===== config.mk =====
export PLATFORM = sky130hd
export DESIGN_NAME = uart_rx_param_flat
export DESIGN_NICKNAME = d
export VERILOG_FILES = /design/src/rtl/uart_pkg.sv /design/src/rtl/uart_rx_param_if.sv /design/src/rtl/uart_baud_tick.sv /design/src/rtl/uart_rx_param.sv /design/src/flat_wrapper.sv
export SDC_FILE = /design/constraint.sdc
export NUM_CORES = 1
export LEC_CHECK = 0
export BUFFER_PORTS_ARGS = -buffer_cell sky130_fd_sc_hd__buf_2
export CAP_MARGIN = 20
export CORE_ASPECT_RATIO = 0.8
export CORE_MARGIN = 2
export CORE_UTILIZATION = 58
export CTS_BUF_LIST = sky130_fd_sc_hd__clkbuf_16
export DETAILED_ROUTE_END_ITERATION = 10
export PLACE_DENSITY = 0.78
export SLEW_MARGIN = 15
export SYNTH_ARGS = -nofsm -noshare
export SYNTH_HDL_FRONTEND = slang
export SYNTH_SLANG_ARGS = --single-unit

===== constraint.sdc =====
create_clock -name clk -period 2.2 [get_ports clk]
set_input_delay 0.22 -clock clk [delete_from_list [all_inputs] [get_ports clk]]
set_output_delay 0.22 -clock clk [all_outputs]
set_load 0.02 [all_outputs]

===== src/rtl/uart_pkg.sv =====
// Shared constants, state encoding and divider helper for the UART receiver
// and the future transmitter.
package uart_pkg;

    localparam int PARITY_NONE = 0;
    localparam int PARITY_ODD  = 1;
    localparam int PARITY_EVEN = 2;

    typedef enum logic [2:0] {
        ST_IDLE   = 3'd0,
        ST_START  = 3'd1,
        ST_DATA   = 3'd2,
        ST_PARITY = 3'd3,
        ST_STOP   = 3'd4
    } state_t;

    // Clock cycles per oversample tick, truncated.
    function automatic int calc_div(input int clk_freq, input int baud, input int os);
        return clk_freq / (baud * os);
    endfunction

endpackage


===== src/rtl/uart_rx_param_if.sv =====
// Received-word stream: holding register contents with a valid/ready handshake.
interface uart_rx_param_if #(
    parameter int DATA_BITS = 8
);
    logic [DATA_BITS-1:0] data_out;
    logic                 data_out_valid;
    logic                 data_out_ready;
    logic                 parity_err;
    logic                 frame_err;
    logic                 overrun_err;

    modport master (
        output data_out, data_out_valid, parity_err, frame_err, overrun_err,
        input  data_out_ready
    );

    modport slave (
        input  data_out, data_out_valid, parity_err, frame_err, overrun_err,
        output data_out_ready
    );
endinterface


===== src/rtl/uart_baud_tick.sv =====
// Oversample tick generator: down-counter reloaded with DIV-1, tick on terminal
// count. A synchronous clear restarts the phase so a tick follows DIV clocks later.
module uart_baud_tick #(
    parameter int DIV = 2
) (
    input  logic clk,
    input  logic rst,
    input  logic clr,
    output logic os_tick
);
    localparam int CW = (DIV > 2) ? $clog2(DIV) : 1;
    localparam logic [CW-1:0] LOAD = CW'(DIV - 1);

    logic [CW-1:0] cnt_q, cnt_d;

    // Next count: reload on clear or terminal count, otherwise count down.
    always_comb begin
        cnt_d = cnt_q - 1'b1;
        if (clr || cnt_q == '0) cnt_d = LOAD;
    end

    assign os_tick = (cnt_q == '0) && !clr;

    // Divider register.
    always_ff @(posedge clk or posedge rst) begin
        if (rst) cnt_q <= '0;
        else     cnt_q <= cnt_d;
    end
endmodule


===== src/rtl/uart_rx_param.sv =====
// Parametrised oversampling UART receiver with majority vote, false-start
// rejection and a valid/ready holding register.
//
// state     | meaning
// ----------+---------------------------------------------------------
// ST_IDLE   | waiting for a falling edge on the synchronised line
// ST_START  | confirming the start bit at mid-bit (vote 1 = glitch)
// ST_DATA   | collecting DATA_BITS payload bits, LSB first
// ST_PARITY | checking the parity bit against the payload
// ST_STOP   | sampling STOP_BITS stop bits; completes at last decision
module uart_rx_param
    import uart_pkg::*;
#(
    parameter int CLK_FREQ   = 50_000_000,
    parameter int BAUDRATE   = 115_200,
    parameter int OVERSAMPLE = 16,
    parameter int DATA_BITS  = 8,
    parameter int PARITY     = 0,
    parameter int STOP_BITS  = 1
) (
    input  logic             clk,
    input  logic             rst,
    input  logic             data_rx,
    output logic             busy,
    uart_rx_param_if.master  out_if
);
    localparam int DIV = calc_div(CLK_FREQ, BAUDRATE, OVERSAMPLE);
    localparam int M   = OVERSAMPLE / 2;
    localparam int OSW = $clog2(OVERSAMPLE);
    localparam int BCW = $clog2(DATA_BITS + 1);

    localparam logic [OSW-1:0] OS_S0   = OSW'(M - 1);
    localparam logic [OSW-1:0] OS_S1   = OSW'(M);
    localparam logic [OSW-1:0] OS_DEC  = OSW'(M + 1);
    localparam logic [OSW-1:0] OS_LAST = OSW'(OVERSAMPLE - 1);
    localparam logic [BCW-1:0] BC_LAST = BCW'(DATA_BITS - 1);
    localparam logic           SC_LAST = 1'(STOP_BITS - 1);

    if (DIV < 2) begin : g_bad_div
        $error("uart_rx_param: CLK_FREQ/(BAUDRATE*OVERSAMPLE) must be >= 2");
    end
    if (OVERSAMPLE < 8 || OVERSAMPLE > 16 || (OVERSAMPLE % 2) != 0) begin : g_bad_os
        $error("uart_rx_param: OVERSAMPLE must be even, 8..16");
    end
    if (DATA_BITS < 5 || DATA_BITS > 9 || STOP_BITS < 1 || STOP_BITS > 2 ||
        PARITY < 0 || PARITY > 2) begin : g_bad_fmt
        $error("uart_rx_param: unsupported frame format");
    end

    state_t               state_q, state_d;
    logic                 sync1_q, sync1_d, sync2_q, sync2_d, hist_q, hist_d;
    logic [OSW-1:0]       os_cnt_q, os_cnt_d;
    logic [BCW-1:0]       bit_cnt_q, bit_cnt_d;
    logic                 stop_cnt_q, stop_cnt_d;
    logic                 samp0_q, samp0_d, samp1_q, samp1_d;
    logic [DATA_BITS-1:0] shift_q, shift_d;
    logic                 par_int_q, par_int_d, fr_int_q, fr_int_d;
    logic [DATA_BITS-1:0] data_out_q, data_out_d;
    logic                 valid_q, valid_d, perr_q, perr_d, ferr_q, ferr_d;
    logic                 overrun_q, overrun_d, busy_q, busy_d;
    logic                 os_tick, tick_clr, decide, vote, accept, complete;

    uart_baud_tick #(.DIV(DIV)) u_tick (
        .clk     (clk),
        .rst     (rst),
        .clr     (tick_clr),
        .os_tick (os_tick)
    );

    assign decide = os_tick && (os_cnt_q == OS_DEC);
    assign vote   = (samp0_q & samp1_q) | (samp0_q & sync2_q) | (samp1_q & sync2_q);
    assign accept = valid_q && out_if.data_out_ready;

    // Next-state logic for synchroniser, bit timing, frame FSM and holding register.
    always_comb begin
        state_d    = state_q;
        sync1_d    = data_rx;
        sync2_d    = sync1_q;
        hist_d     = sync2_q;
        os_cnt_d   = os_cnt_q;
        bit_cnt_d  = bit_cnt_q;
        stop_cnt_d = stop_cnt_q;
        samp0_d    = samp0_q;
        samp1_d    = samp1_q;
        shift_d    = shift_q;
        par_int_d  = par_int_q;
        fr_int_d   = fr_int_q;
        data_out_d = data_out_q;
        valid_d    = valid_q;
        perr_d     = perr_q;
        ferr_d     = ferr_q;
        overrun_d  = 1'b0;
        tick_clr   = 1'b0;
        complete   = 1'b0;

        if (accept) valid_d = 1'b0;

        if (os_tick) begin
            os_cnt_d = (os_cnt_q == OS_LAST) ? '0 : os_cnt_q + 1'b1;
            if (os_cnt_q == OS_S0) samp0_d = sync2_q;
            if (os_cnt_q == OS_S1) samp1_d = sync2_q;
        end

        case (state_q)
            ST_IDLE: begin
                if (hist_q && !sync2_q) begin
                    state_d    = ST_START;
                    tick_clr   = 1'b1;
                    os_cnt_d   = '0;
                    bit_cnt_d  = '0;
                    stop_cnt_d = 1'b0;
                    par_int_d  = 1'b0;
                    fr_int_d   = 1'b0;
                end
            end
            ST_START: begin
                if (decide) state_d = vote ? ST_IDLE : ST_DATA;
            end
            ST_DATA: begin
                if (decide) begin
                    shift_d = {vote, shift_q[DATA_BITS-1:1]};
                    if (bit_cnt_q == BC_LAST) begin
                        state_d = (PARITY != PARITY_NONE) ? ST_PARITY : ST_STOP;
                    end else begin
                        bit_cnt_d = bit_cnt_q + 1'b1;
                    end
                end
            end
            ST_PARITY: begin
                if (decide) begin
                    if (vote != ((^shift_q) ^ (PARITY == PARITY_ODD))) par_int_d = 1'b1;
                    state_d = ST_STOP;
                end
            end
            ST_STOP: begin
                if (decide) begin
                    if (!vote) fr_int_d = 1'b1;
                    if (stop_cnt_q == SC_LAST) begin
                        complete = 1'b1;
                        state_d  = ST_IDLE;
                    end else begin
                        stop_cnt_d = 1'b1;
                    end
                end
            end
            default: state_d = ST_IDLE;
        endcase

        // A word accepted this cycle frees the register for the new frame.
        if (complete) begin
            if (!valid_q || accept) begin
                data_out_d = shift_q;
                perr_d     = par_int_d;
                ferr_d     = fr_int_d;
                valid_d    = 1'b1;
            end else begin
                overrun_d = 1'b1;
            end
        end

        busy_d = (state_d != ST_IDLE);
    end

    // All receiver state; reset abandons any frame in progress.
    always_ff @(posedge clk or posedge rst) begin
        if (rst) begin
            state_q    <= ST_IDLE;
            sync1_q    <= 1'b1;
            sync2_q    <= 1'b1;
            hist_q     <= 1'b1;
            os_cnt_q   <= '0;
            bit_cnt_q  <= '0;
            stop_cnt_q <= 1'b0;
            samp0_q    <= 1'b1;
            samp1_q    <= 1'b1;
            shift_q    <= '0;
            par_int_q  <= 1'b0;
            fr_int_q   <= 1'b0;
            data_out_q <= '0;
            valid_q    <= 1'b0;
            perr_q     <= 1'b0;
            ferr_q     <= 1'b0;
            overrun_q  <= 1'b0;
            busy_q     <= 1'b0;
        end else begin
            state_q    <= state_d;
            sync1_q    <= sync1_d;
            sync2_q    <= sync2_d;
            hist_q     <= hist_d;
            os_cnt_q   <= os_cnt_d;
            bit_cnt_q  <= bit_cnt_d;
            stop_cnt_q <= stop_cnt_d;
            samp0_q    <= samp0_d;
            samp1_q    <= samp1_d;
            shift_q    <= shift_d;
            par_int_q  <= par_int_d;
            fr_int_q   <= fr_int_d;
            data_out_q <= data_out_d;
            valid_q    <= valid_d;
            perr_q     <= perr_d;
            ferr_q     <= ferr_d;
            overrun_q  <= overrun_d;
            busy_q     <= busy_d;
        end
    end

    assign out_if.data_out       = data_out_q;
    assign out_if.data_out_valid = valid_q;
    assign out_if.parity_err     = perr_q;
    assign out_if.frame_err      = ferr_q;
    assign out_if.overrun_err    = overrun_q;
    assign busy                  = busy_q;
endmodule


===== src/flat_wrapper.sv =====
// flat-port wrapper written by rule: the top's interface ports become plain ports
module uart_rx_param_flat import uart_pkg::*;
#(
    parameter int CLK_FREQ   = 50_000_000,
    parameter int BAUDRATE   = 115_200,
    parameter int OVERSAMPLE = 16,
    parameter int DATA_BITS  = 8,
    parameter int PARITY     = 0,
    parameter int STOP_BITS  = 1
)
  (clk, rst, data_rx, busy, out_if_data_out, out_if_data_out_valid, out_if_parity_err, out_if_frame_err, out_if_overrun_err, out_if_data_out_ready);
  uart_rx_param_if #(.DATA_BITS(DATA_BITS)) out_if_i ();
  input  logic clk;
  input  logic rst;
  input  logic data_rx;
  output logic busy;
  output wire logic [$bits(out_if_i.data_out)-1:0] out_if_data_out;
  output wire logic [$bits(out_if_i.data_out_valid)-1:0] out_if_data_out_valid;
  output wire logic [$bits(out_if_i.parity_err)-1:0] out_if_parity_err;
  output wire logic [$bits(out_if_i.frame_err)-1:0] out_if_frame_err;
  output wire logic [$bits(out_if_i.overrun_err)-1:0] out_if_overrun_err;
  input wire logic [$bits(out_if_i.data_out_ready)-1:0] out_if_data_out_ready;
  assign out_if_data_out = out_if_i.data_out;
  assign out_if_data_out_valid = out_if_i.data_out_valid;
  assign out_if_parity_err = out_if_i.parity_err;
  assign out_if_frame_err = out_if_i.frame_err;
  assign out_if_overrun_err = out_if_i.overrun_err;
  assign out_if_i.data_out_ready = out_if_data_out_ready;
  uart_rx_param #(.CLK_FREQ(CLK_FREQ), .BAUDRATE(BAUDRATE), .OVERSAMPLE(OVERSAMPLE), .DATA_BITS(DATA_BITS), .PARITY(PARITY), .STOP_BITS(STOP_BITS)) u_core (.clk(clk), .rst(rst), .data_rx(data_rx), .busy(busy), .out_if(out_if_i));
endmodule

==> run metrics <==
outcome completed; final number of setup-violating endpoints 0; clock tree from TritonCTS built; net count after synthesis ~180; Port Buf Inserts 16; combined area of all synthesized cells 2014 um2; Clock H-tree levels 2; type of origin of the critical path register; height of the die 56.71 um; actual transition at the worst max-transition pin 0.5179 ns; sequential group share of total power 0.471; DRT antenna net count 0; post-route design area approximately 2300 um2; Compound-Gate Fraction of Synth Area 0.04969; Mapped Cells approximately 170; Async SR Flop Fraction 1.000; count of flip-flops with a built-in enable after synthesis 0; critical path required time 2.36 ns; pin count of the biggest net entering global routing 45; vias in the first global route 1274; pre-CTS setup slack roughly 0.12 ns; largest clock skew in the final design approximately 0.003 ns; final hold viol count 0; Final period util 0.9262; initial antenna violation count 0; maximum number of buffers from clock root to sink 2; kind of end point of the critical path register; setup repair after global routing missed its margin false; share of post-route cells with drive strength above 1 0.2887; origin of the worst min-delay path data_rx; detailed-route vias per instance between 5 and 6; max-cap violations 0; clock share of power 0.397; top-level port count 17; Post-route DRC 0; cell-internal power ~1500 uW; worst hold path class input port to register; hold depth 1; fraction of post-synthesis cell area in the top cell type by area 0.4845; number of max-slew violations in the final report 0; Worst EP arrival 2.20 ns; post-CTS clock slew at the launch and capture registers of the worst setup and hold paths 0.06 ns; maximum resistive drop on vdd approximately 560 uV; Critical path origin u_core.u_tick.cnt_q[0]; area added between synthesis and finish 16.09%; layout net count 203; register-to-register setup slack around 0.16 ns; number of library cell types mapped by synthesis 38; post-synthesis share of cell area spent on xor and xnor gates 0.05901; CTS root buf sky130_fd_sc_hd__clkbuf_16; number of buffers added for setup after CTS 0; flip-flop cell with the highest count after synthesis sky130_fd_sc_hd__dfrtp_1; synth warn 0; net switching power of the design 508.6 uW; core region area 3376 um2; Crit Path Class register to register; hold buffers post-CTS 0; number of DRC markers after the initial detailed-route iteration roughly 150; total inserted antenna cells 0; worst-case reg-to-reg path depth 7; Post-Synthesis Mean Instance Area about 12 um2; final-layout setup total negative slack 0 ns; area share of fa/ha/maj cells after synthesis 0.04224; Detailed Place HPWL 2418 um; time the final worst path needs with I/O delays and setup 2.038 ns; main combinational cell family by area after synthesis simple AND/OR/NAND/NOR gates; first-pass GRT wire length 6016 um; Die Area ~4000 um2; total grt overflow 0; endpoint of the worst-slack reg-to-reg timing path u_core.out_if.data_out[4]; endpoint with the worst hold slack u_core.sync1_q; PnR worst setup slack 0.1625 ns; number of buffers created by CTS 5; Initial DRT Pass Iterations 4; static leakage ~0.0012 uW; largest cells by area after synthesis sky130_fd_sc_hd__dfrtp_1 48%, sky130_fd_sc_hd__mux2_2 10%, sky130_fd_sc_hd__dfstp_2 6.5%; relative contribution of combinational cells to total power 0.132; Cell Rows 19; number of fill cells 236; RR Startpoint u_core.u_tick.cnt_q[0]; Global Route Usage Sum 0.1980; routability congestion estimate around 0.79; Clock Sink Count 44; Die X approximately 70 um; biggest fanout along the worst timing path 10; worst-skew pair later-pin latency 0.28 ns; effective utilization at floorplan 0.5967; Cell Pwr Density slightly below 900 nW/um2; cell area after placement 2167 um2; Synth Area in Simple Gates 0.1528; total length of routed wires 3443 um; share of synthesized area occupied by flip-flops and latches 0.5497; remaining max-slew budget at the tightest pin 0.6547; largest area contributor in the synthesized netlist sky130_fd_sc_hd__dfrtp_1; via total after detailed routing 1312; proportion of synthesized area in mux cells 0.1211; Worst Hold Margin 0.03635 ns; FF+latch count, synth between 40 and 50; Max Fclk 490.8 MHz; detailed-route wire length per cell 14.59 um; Resized cells post-CTS 0; switching part of the total power 0.2489
-- synth_stat cells (all sizes together), types with 2 or more instances --
cell type	n
mux2	19
nor3	5
mux2i	3
and3b	2
dfrtp	39
nand2	9
xor2	3
nor2	15
o21ai	5
nand3	7
dfstp	5
nand2b	2
o21a	3
ha	6
nor4b	2
nand4	2
buf	3
clkbuf	2
nor2b	3
inv	7
or4	2
a21oi	4
xnor2	8
-- layout make-up --
class | instances | area (um2) | share of cell area
clock buffer | 5 | 125.1 | 0.05350
inverter | 7 | 26.28 | 0.01124
tap | 42 | 52.55 | 0.02247
clock inverter | 3 | 38.79 | 0.01659
timing repair buffer | 23 | 132.6 | 0.05671
multi-input combinational | 112 | 855.8 | 0.3660
sequential | 44 | 1107 | 0.4735
-- flip-flops by register name, summed over array words and instances, names as in the netlist, 3 cells and up --
name                    count
u_core.bit_cnt_q            4
u_core.os_cnt_q             4
u_core.out_if.data_out      8
u_core.shift_q              8
u_core.state_q              3
u_core.u_tick.cnt_q         5
-- layer usage --
metal  vias up  global-route usage  routed length, um
met2        28              0.2912               1583
li1        627                   -                  -
met3         7             0.05745                146
met4         0             0.09066                 69
met1       650              0.2728               1644
met5         -                   0                  0
-- per-stage QoR --
stage	utilization	instances	total power, uW
6_report	0.6927	236	2043
5_1_grt	0.6927	236	2149
4_1_cts	0.6905	235	2063
3_5_place_dp	0.6420	227	1243
3_3_place_gp	0.6420	227	1218
2_1_floorplan	-	168	1167
-- critical path: stages, from the launching register on --
cell	delay [ns]
sky130_fd_sc_hd__dfrtp_1	0.40
sky130_fd_sc_hd__inv_1	0.09
sky130_fd_sc_hd__ha_1	0.15
sky130_fd_sc_hd__nor4b_4	0.30
sky130_fd_sc_hd__nand4_1	0.24
sky130_fd_sc_hd__nor2b_1	0.16
sky130_fd_sc_hd__buf_4	0.21
sky130_fd_sc_hd__mux2_2	0.36
-- power groups by stage --
stage | Combinational [uW] | Sequential [uW] | Clock, uW
2_1_floorplan | 206 | 961 | 0
3_3_place_gp | 251 | 967 | 0
3_5_place_dp | 267 | 975 | 0
4_1_cts | 268 | 961 | 833
5_1_grt | 312 | 973 | 864
6_report | 269 | 963 | 811
-- cell usage in the layout, fill, tap and decap left out, drive strengths merged, types with 2 or more instances in the layout --
master / Yosys / routed
nand4: 2 / 2
buf: 3 / 23
mux2i: 3 / 3
xor2: 3 / 3
o21ai: 5 / 5
nand2: 9 / 9
nor2: 15 / 15
dfstp: 5 / 5
o21a: 3 / 3
nand2b: 2 / 2
nor2b: 3 / 3
ha: 6 / 6
clkbuf: 2 / 5
nor4b: 2 / 2
and3b: 2 / 2
nand3: 7 / 7
dfrtp: 39 / 39
xnor2: 8 / 8
inv: 7 / 8
a21oi: 4 / 4
mux2: 19 / 19
or4: 2 / 2
nor3: 5 / 5
-- cell families after synthesis --
logic type                 after synthesis
DFF                                     44
muxes                                   22
buffers and inverters                   12
adders and majority gates                7
AOI/OAI and AO/OA                       16
xor gates and xnor gates                12
and+or+nand+nor                         55
-- how the worst max path moves through the flow --
stage / end / slack [ns] / depth (start not counted)
global placement: u_core.samp0_q / 0.20 / 7
CTS: u_core.out_if.data_out[4] / 0.11 / 7
floorplan: u_core.busy / 0.25 / 7
finish: u_core.out_if.data_out[4] / 0.16 / 7
detailed placement: u_core.out_if.data_out[4] / 0.12 / 7
global route: u_core.out_if.data_out[4] / 0.05 / 7
Note: power is estimated with default switching activity, not from simulation.
